**config.mk**
```make
export PLATFORM = sky130hd
export DESIGN_NAME = operand_fetch_flat
export DESIGN_NICKNAME = d
export VERILOG_FILES = /design/src/rtl/operand_fetch_if.sv /design/src/rtl/operand_fetch.sv /design/src/flat_wrapper.sv
export SDC_FILE = /design/constraint.sdc
export NUM_CORES = 1
export LEC_CHECK = 0
export ABC_CLOCK_PERIOD_IN_PS = 3200
export BUFFER_PORTS_ARGS = -buffer_cell sky130_fd_sc_hd__buf_2
export CORE_MARGIN = 4
export CORE_UTILIZATION = 30
export CTS_BUF_LIST = sky130_fd_sc_hd__clkbuf_4 sky130_fd_sc_hd__clkbuf_8 sky130_fd_sc_hd__clkbuf_16
export CTS_CLUSTER_SIZE = 14
export DETAILED_ROUTE_END_ITERATION = 8
export PLACE_DENSITY_LB_ADDON = 0.2
export SYNTH_ARGS = -nofsm -noshare
export SYNTH_HDL_FRONTEND = slang
export SYNTH_SLANG_ARGS = --single-unit
```
**constraint.sdc**
```tcl
create_clock -name clock -period 3.2 [get_ports clock]
set_input_delay 0.32 -clock clock [delete_from_list [all_inputs] [get_ports clock]]
set_output_delay 0.32 -clock clock [all_outputs]
set_load 0.02 [all_outputs]
```
**src/rtl/operand_fetch_if.sv**
```systemverilog
// Operand-fetch stage bus: decoded-instruction input, register file read port,
// writeback observation and downstream pipeline register outputs.
// master: upstream/environment side; slave: the operand_fetch stage.
interface operand_fetch_if #(
  parameter int unsigned XLEN = 32,
  parameter int unsigned OPW  = 8
);
  logic            inValid;
  logic            inReady;
  logic [OPW-1:0]  inOp;
  logic [4:0]      inRs1Adrs;
  logic [4:0]      inRs2Adrs;
  logic [4:0]      inRdAdrs;
  logic            inUsesRs1;
  logic            inUsesRs2;
  logic            inWritesRd;
  logic [4:0]      rs1Adrs;
  logic [4:0]      rs2Adrs;
  logic [XLEN-1:0] rs1Data;
  logic [XLEN-1:0] rs2Data;
  logic            wbEnable;
  logic [4:0]      wbAdrs;
  logic [XLEN-1:0] wbData;
  logic            outValid;
  logic            outReady;
  logic [OPW-1:0]  outOp;
  logic [XLEN-1:0] outRs1Data;
  logic [XLEN-1:0] outRs2Data;
  logic [4:0]      outRdAdrs;
  logic            outWritesRd;

  modport master (
    output inValid, inOp, inRs1Adrs, inRs2Adrs, inRdAdrs, inUsesRs1, inUsesRs2, inWritesRd,
    output rs1Data, rs2Data, wbEnable, wbAdrs, wbData, outReady,
    input  inReady, rs1Adrs, rs2Adrs, outValid, outOp, outRs1Data, outRs2Data, outRdAdrs,
    input  outWritesRd
  );

  modport slave (
    input  inValid, inOp, inRs1Adrs, inRs2Adrs, inRdAdrs, inUsesRs1, inUsesRs2, inWritesRd,
    input  rs1Data, rs2Data, wbEnable, wbAdrs, wbData, outReady,
    output inReady, rs1Adrs, rs2Adrs, outValid, outOp, outRs1Data, outRs2Data, outRdAdrs,
    output outWritesRd
  );
endinterface

```
**src/rtl/operand_fetch.sv**
```systemverilog
// Issue/operand-fetch stage: drives register file read addresses, tracks in-flight
// destination registers in a 32-entry busy scoreboard, stalls on RAW/WAW hazards and
// captures operands into a one-entry output pipeline register.
// Optional feature macro: OPERAND_FETCH_BYPASS_EN forwards the writeback bus into
// the operands so a dependent instruction can issue in the writeback cycle.
module operand_fetch #(
  parameter int unsigned XLEN = 32,
  parameter int unsigned OPW  = 8
) (
  input logic            clock,
  input logic            reset,
  operand_fetch_if.slave bus
);

  typedef enum logic {StEmpty, StFull} state_e;

  state_e          state_q, state_d;
  logic [31:0]     busy_q, busy_d;
  logic            can_load, hz1, hz2, hzd, byp1, byp2, in_ready, accept;
  logic [XLEN-1:0] op1, op2;
  logic [OPW-1:0]  out_op_q;
  logic [XLEN-1:0] out_rs1_q, out_rs2_q;
  logic [4:0]      out_rd_q;
  logic            out_wr_q;

  assign bus.rs1Adrs     = bus.inRs1Adrs;
  assign bus.rs2Adrs     = bus.inRs2Adrs;
  assign bus.inReady     = in_ready;
  assign bus.outValid    = (state_q == StFull);
  assign bus.outOp       = out_op_q;
  assign bus.outRs1Data  = out_rs1_q;
  assign bus.outRs2Data  = out_rs2_q;
  assign bus.outRdAdrs   = out_rd_q;
  assign bus.outWritesRd = out_wr_q;

  // Hazard detection, operand selection and issue handshake.
  always_comb begin
    byp1 = 1'b0;
    byp2 = 1'b0;
`ifdef OPERAND_FETCH_BYPASS_EN
    byp1 = bus.wbEnable && (bus.wbAdrs == bus.inRs1Adrs) && (bus.inRs1Adrs != 5'd0);
    byp2 = bus.wbEnable && (bus.wbAdrs == bus.inRs2Adrs) && (bus.inRs2Adrs != 5'd0);
`else
    byp1 = 1'b0;
    byp2 = 1'b0;
`endif
    op1 = byp1 ? bus.wbData : bus.rs1Data;
    op2 = byp2 ? bus.wbData : bus.rs2Data;
    hz1 = bus.inUsesRs1 && busy_q[bus.inRs1Adrs] && !byp1;
    hz2 = bus.inUsesRs2 && busy_q[bus.inRs2Adrs] && !byp2;
    // A retiring write to the same rd frees the slot for the new writer.
    hzd = bus.inWritesRd && busy_q[bus.inRdAdrs] &&
          !(bus.wbEnable && (bus.wbAdrs == bus.inRdAdrs));
    can_load = (state_q == StEmpty) || bus.outReady;
    in_ready = can_load && !hz1 && !hz2 && !hzd;
    accept   = bus.inValid && in_ready;
  end

  // Scoreboard update: clear on writeback first so a same-cycle set wins.
  always_comb begin
    busy_d = busy_q;
    if (bus.wbEnable && (bus.wbAdrs != 5'd0)) busy_d[bus.wbAdrs] = 1'b0;
    if (accept && bus.inWritesRd && (bus.inRdAdrs != 5'd0)) busy_d[bus.inRdAdrs] = 1'b1;
    busy_d[0] = 1'b0;
  end

  // Output register occupancy.
  always_comb begin
    state_d = state_q;
    unique case (state_q)
      StEmpty: if (accept) state_d = StFull;
      StFull:  if (!accept && bus.outReady) state_d = StEmpty;
      default: state_d = StEmpty;
    endcase
  end

  // State and scoreboard registers.
  always_ff @(posedge clock) begin
    if (reset) begin
      state_q <= StEmpty;
      busy_q  <= '0;
    end else begin
      state_q <= state_d;
      busy_q  <= busy_d;
    end
  end

  // Output payload register, loaded only on accept so it holds under backpressure.
  always_ff @(posedge clock) begin
    if (reset) begin
      out_op_q  <= '0;
      out_rs1_q <= '0;
      out_rs2_q <= '0;
      out_rd_q  <= '0;
      out_wr_q  <= 1'b0;
    end else if (accept) begin
      out_op_q  <= bus.inOp;
      out_rs1_q <= op1;
      out_rs2_q <= op2;
      out_rd_q  <= bus.inRdAdrs;
      out_wr_q  <= bus.inWritesRd;
    end
  end

endmodule
```
**src/flat_wrapper.sv**
```systemverilog
// flat-port wrapper written by rule: the top's interface ports become plain ports
module operand_fetch_flat 
#(
  parameter int unsigned XLEN = 32,
  parameter int unsigned OPW  = 8
)
  (clock, reset, bus_inValid, bus_inOp, bus_inRs1Adrs, bus_inRs2Adrs, bus_inRdAdrs, bus_inUsesRs1, bus_inUsesRs2, bus_inWritesRd, bus_rs1Data, bus_rs2Data, bus_wbEnable, bus_wbAdrs, bus_wbData, bus_outReady, bus_inReady, bus_rs1Adrs, bus_rs2Adrs, bus_outValid, bus_outOp, bus_outRs1Data, bus_outRs2Data, bus_outRdAdrs, bus_outWritesRd);
  operand_fetch_if #(.XLEN(XLEN), .OPW(OPW)) bus_i ();
  input logic clock;
  input logic reset;
  input wire logic [$bits(bus_i.inValid)-1:0] bus_inValid;
  input wire logic [$bits(bus_i.inOp)-1:0] bus_inOp;
  input wire logic [$bits(bus_i.inRs1Adrs)-1:0] bus_inRs1Adrs;
  input wire logic [$bits(bus_i.inRs2Adrs)-1:0] bus_inRs2Adrs;
  input wire logic [$bits(bus_i.inRdAdrs)-1:0] bus_inRdAdrs;
  input wire logic [$bits(bus_i.inUsesRs1)-1:0] bus_inUsesRs1;
  input wire logic [$bits(bus_i.inUsesRs2)-1:0] bus_inUsesRs2;
  input wire logic [$bits(bus_i.inWritesRd)-1:0] bus_inWritesRd;
  input wire logic [$bits(bus_i.rs1Data)-1:0] bus_rs1Data;
  input wire logic [$bits(bus_i.rs2Data)-1:0] bus_rs2Data;
  input wire logic [$bits(bus_i.wbEnable)-1:0] bus_wbEnable;
  input wire logic [$bits(bus_i.wbAdrs)-1:0] bus_wbAdrs;
  input wire logic [$bits(bus_i.wbData)-1:0] bus_wbData;
  input wire logic [$bits(bus_i.outReady)-1:0] bus_outReady;
  output wire logic [$bits(bus_i.inReady)-1:0] bus_inReady;
  output wire logic [$bits(bus_i.rs1Adrs)-1:0] bus_rs1Adrs;
  output wire logic [$bits(bus_i.rs2Adrs)-1:0] bus_rs2Adrs;
  output wire logic [$bits(bus_i.outValid)-1:0] bus_outValid;
  output wire logic [$bits(bus_i.outOp)-1:0] bus_outOp;
  output wire logic [$bits(bus_i.outRs1Data)-1:0] bus_outRs1Data;
  output wire logic [$bits(bus_i.outRs2Data)-1:0] bus_outRs2Data;
  output wire logic [$bits(bus_i.outRdAdrs)-1:0] bus_outRdAdrs;
  output wire logic [$bits(bus_i.outWritesRd)-1:0] bus_outWritesRd;
  assign bus_i.inValid = bus_inValid;
  assign bus_i.inOp = bus_inOp;
  assign bus_i.inRs1Adrs = bus_inRs1Adrs;
  assign bus_i.inRs2Adrs = bus_inRs2Adrs;
  assign bus_i.inRdAdrs = bus_inRdAdrs;
  assign bus_i.inUsesRs1 = bus_inUsesRs1;
  assign bus_i.inUsesRs2 = bus_inUsesRs2;
  assign bus_i.inWritesRd = bus_inWritesRd;
  assign bus_i.rs1Data = bus_rs1Data;
  assign bus_i.rs2Data = bus_rs2Data;
  assign bus_i.wbEnable = bus_wbEnable;
  assign bus_i.wbAdrs = bus_wbAdrs;
  assign bus_i.wbData = bus_wbData;
  assign bus_i.outReady = bus_outReady;
  assign bus_inReady = bus_i.inReady;
  assign bus_rs1Adrs = bus_i.rs1Adrs;
  assign bus_rs2Adrs = bus_i.rs2Adrs;
  assign bus_outValid = bus_i.outValid;
  assign bus_outOp = bus_i.outOp;
  assign bus_outRs1Data = bus_i.outRs1Data;
  assign bus_outRs2Data = bus_i.outRs2Data;
  assign bus_outRdAdrs = bus_i.outRdAdrs;
  assign bus_outWritesRd = bus_i.outWritesRd;
  operand_fetch #(.XLEN(XLEN), .OPW(OPW)) u_core (.clock(clock), .reset(reset), .bus(bus_i));
endmodule
```
==> qor.txt <==
status - finished clean
initial antenna violation count - 0
fmax - 373 MHz
Sinks on Clock Net - 110
Finished Cell Area - 6960 µm²
Routed WL - 16.1 mm
vias in the first global route - 4,911
Tmin final - 2680 ps
crit end category - flop
Worst-Margin Slew - 668 ps
post-CTS setup buffer count - 0
Via Count - 4,929
largest fanout on the critical path - 29
number of CTS-inserted buffers - 9
sequential fraction of the synthesis area - 38.7%
Worst VDD drop - 0.223 mV
EDFF count, synth - 0
WP data required - 3480 ps
clk root buf - clkbuf_16
WL/cell - 16.0 µm
Yosys warnings - 0
Placed Area - 6660 µm²
H-tree Lvls - 3
Mapped Cells - 621
Setup Viol. Count Final - 0
share of layout cells above drive strength 1 - 33.2%
Antenna diodes - 0
die width - 146 µm
Synth Area per Inst - 9.17 µm²
max-slew violations - 0
Die Ht - 146 µm
total gr overflow - 0
RePlAce Congestion - 0.756
Main synth FF type - dfxtp_1
Max transition margin - 55.5%
crit path DAT - 2960 ps
die area - 21,200 µm²
register area - 2200 µm²
multi-input logic area - 3070 µm²
crit path kind - reg -> reg
Final Hold Violating Endpoints - 0
asr flop ratio synth - 0%
clk_lat worst skew - 360 ps
area grow syn2layout - 22.2%
drt via density - 4.89
Max Cap Viol - 0
Core Area - 18,700 µm²
#FFs+latches synth - 110
PD cells - 460 nW/µm²
hold_buf cts - 0
final worst slack - 520 ps
drt drc - 0
final worst path period share - 83.8%
Starting Density - 30.4%
Setup WS pre-CTS - 298 ps
first-pass iteration count of the detailed router - 5
total negative slack - 0 ps
Lkg Pwr - 3.14 nW
CP Launch Type - flop
ANT nets after route - 0
fin nets - 901
clock slew seen by the registers of the worst setup and hold paths - 80 ps
Yosys cell types - 45
fill cell count - 1,943
first-pass GRT wire length - 26.6 mm
Bufs on Longest Clock Path - 2
Post-Syn Area - 5690 µm²
cell row count - 50
DR iter-0 viols - 308
I/O pin count - 222
syn nets - 753
RSZ-0062 raised after global routing - false
largest net degree at the start of global routing - 93
CTS tree - built
GRT Resource Usage Total - 15.3%
CTS resizes - 0
port bufs - 189
worst hold path type - in -> reg
Detailed Place HPWL - 11.6 mm
worst setup skew after layout - 10.1 ps
## final timing paths
check,slack (ps),depth (start not counted),start,endpoint
min reg2reg,460,2,u_core.bus.outRs2Data[23],u_core.bus.outRs2Data[23]
max,520,7,u_core.busy_q[14],u_core.bus.outRs1Data[24]
min,190,2,reset,u_core.bus.outValid
max reg2reg,520,7,u_core.busy_q[14],u_core.bus.outRs1Data[24]
## layout make-up
type                    instances  share of cell area [%]
multi-input cells             444                    44.2
flip-flops and latches        110                    31.6
repair buffers                200                    15.5
well taps                     234                    4.21
clock buffers                   9                    3.24
clock inverters                 7                   0.989
inverters                       4                   0.252
## cells in the final DEF, fill, tap and decap left out, types with 2 or more instances in the layout
cell type | synthesis | routed
nand2_1 | 176 | 176
o41ai_1 | 10 | 10
o211a_1 | 8 | 8
mux2_2 | 3 | 3
mux4_2 | 18 | 18
clkbuf_16 | 0 | 9
inv_6 | 0 | 3
nand3_1 | 18 | 18
nand3b_1 | 6 | 6
a21oi_1 | 11 | 11
nor3_1 | 8 | 8
a31o_2 | 12 | 12
clkinv_4 | 0 | 3
buf_12 | 6 | 4
buf_2 | 10 | 189
buf_4 | 13 | 7
dfxtp_1 | 110 | 110
nand4_1 | 4 | 4
mux2i_1 | 90 | 90
nor2b_1 | 11 | 11
a21o_1 | 5 | 5
xnor2_1 | 5 | 5
nand2b_1 | 5 | 5
nor3b_1 | 3 | 3
nor2_1 | 19 | 19
o31ai_1 | 2 | 2
o21ai_0 | 6 | 6
o211ai_1 | 4 | 4
o22ai_1 | 3 | 3
or3b_2 | 3 | 3
inv_1 | 3 | 3
## power by group
group	total [mW]	switching, mW	internal, mW	leakage (nW)
sequential	1.48	0.0365	1.44	0.898
combinational	0.598	0.367	0.231	2.10
clock	1.12	0.575	0.549	0.144
total	3.20	0.979	2.22	3.14
## flip-flops by register name, summed over array words and instances, names as in the netlist
name,count
u_core.bus.outOp,8
u_core.bus.outRs2Data,32
u_core.busy_q,31
u_core.bus.outValid,1
u_core.bus.outRs1Data,32
u_core.bus.outWritesRd,1
u_core.bus.outRdAdrs,5
## stage by stage
step | hold WS (ps) | total power, mW | utilization (%) | instances
final | 188 | 3.20 | 37.2 | 1008
after global routing | 192 | 3.36 | 37.2 | 1008
after CTS | 178 | 3.26 | 37.2 | 1008
after detailed placement | 445 | 2.12 | 35.6 | 992
after global placement | 442 | 2.12 | 35.6 | 992
after floorplan | 389 | 1.93 | - | 621
## cells by family (layout without fill, tap and decap cells)
family	count (synthesis)	count (layout)	synth area share (%)
buffers and inverters	67	220	7.41
AND/OR/NAND/NOR	258	258	20.1
flip-flops	110	110	38.7
XOR/XNOR	5	5	0.769
multiplexers	111	111	23.5
AO/OA/AOI/OAI	70	70	9.52
## metal layers
layer / track usage, % / wire (µm) / vias to the layer above
met4: 5.18 / 255 / 0
li1: - / - / 2459
met5: 0 / 0 / -
met3: 5.29 / 1430 / 17
met2: 23.6 / 7140 / 170
met1: 20.1 / 7260 / 2283
## Yosys cell counts, types with 11 or more instances
cell type,n,area (µm²)
nand2_1,176,661
dfxtp_1,110,2200
mux2i_1,90,901
clkbuf_1,33,124
nor2_1,19,71.3
mux4_2,18,405
nand3_1,18,90.1
buf_4,13,97.6
a31o_2,12,105
a21oi_1,11,55.1
nor2b_1,11,68.8
## critical path, cell delays in order (launching register included)
cell	delay, ps
dfxtp_1	360
mux4_2	460
nor2b_1	150
a2111oi_0	370
a32oi_1	240
and4b_4	510
buf_12	250
mux2i_1	230
No activity file was read; power rests on OpenSTA's default activity.
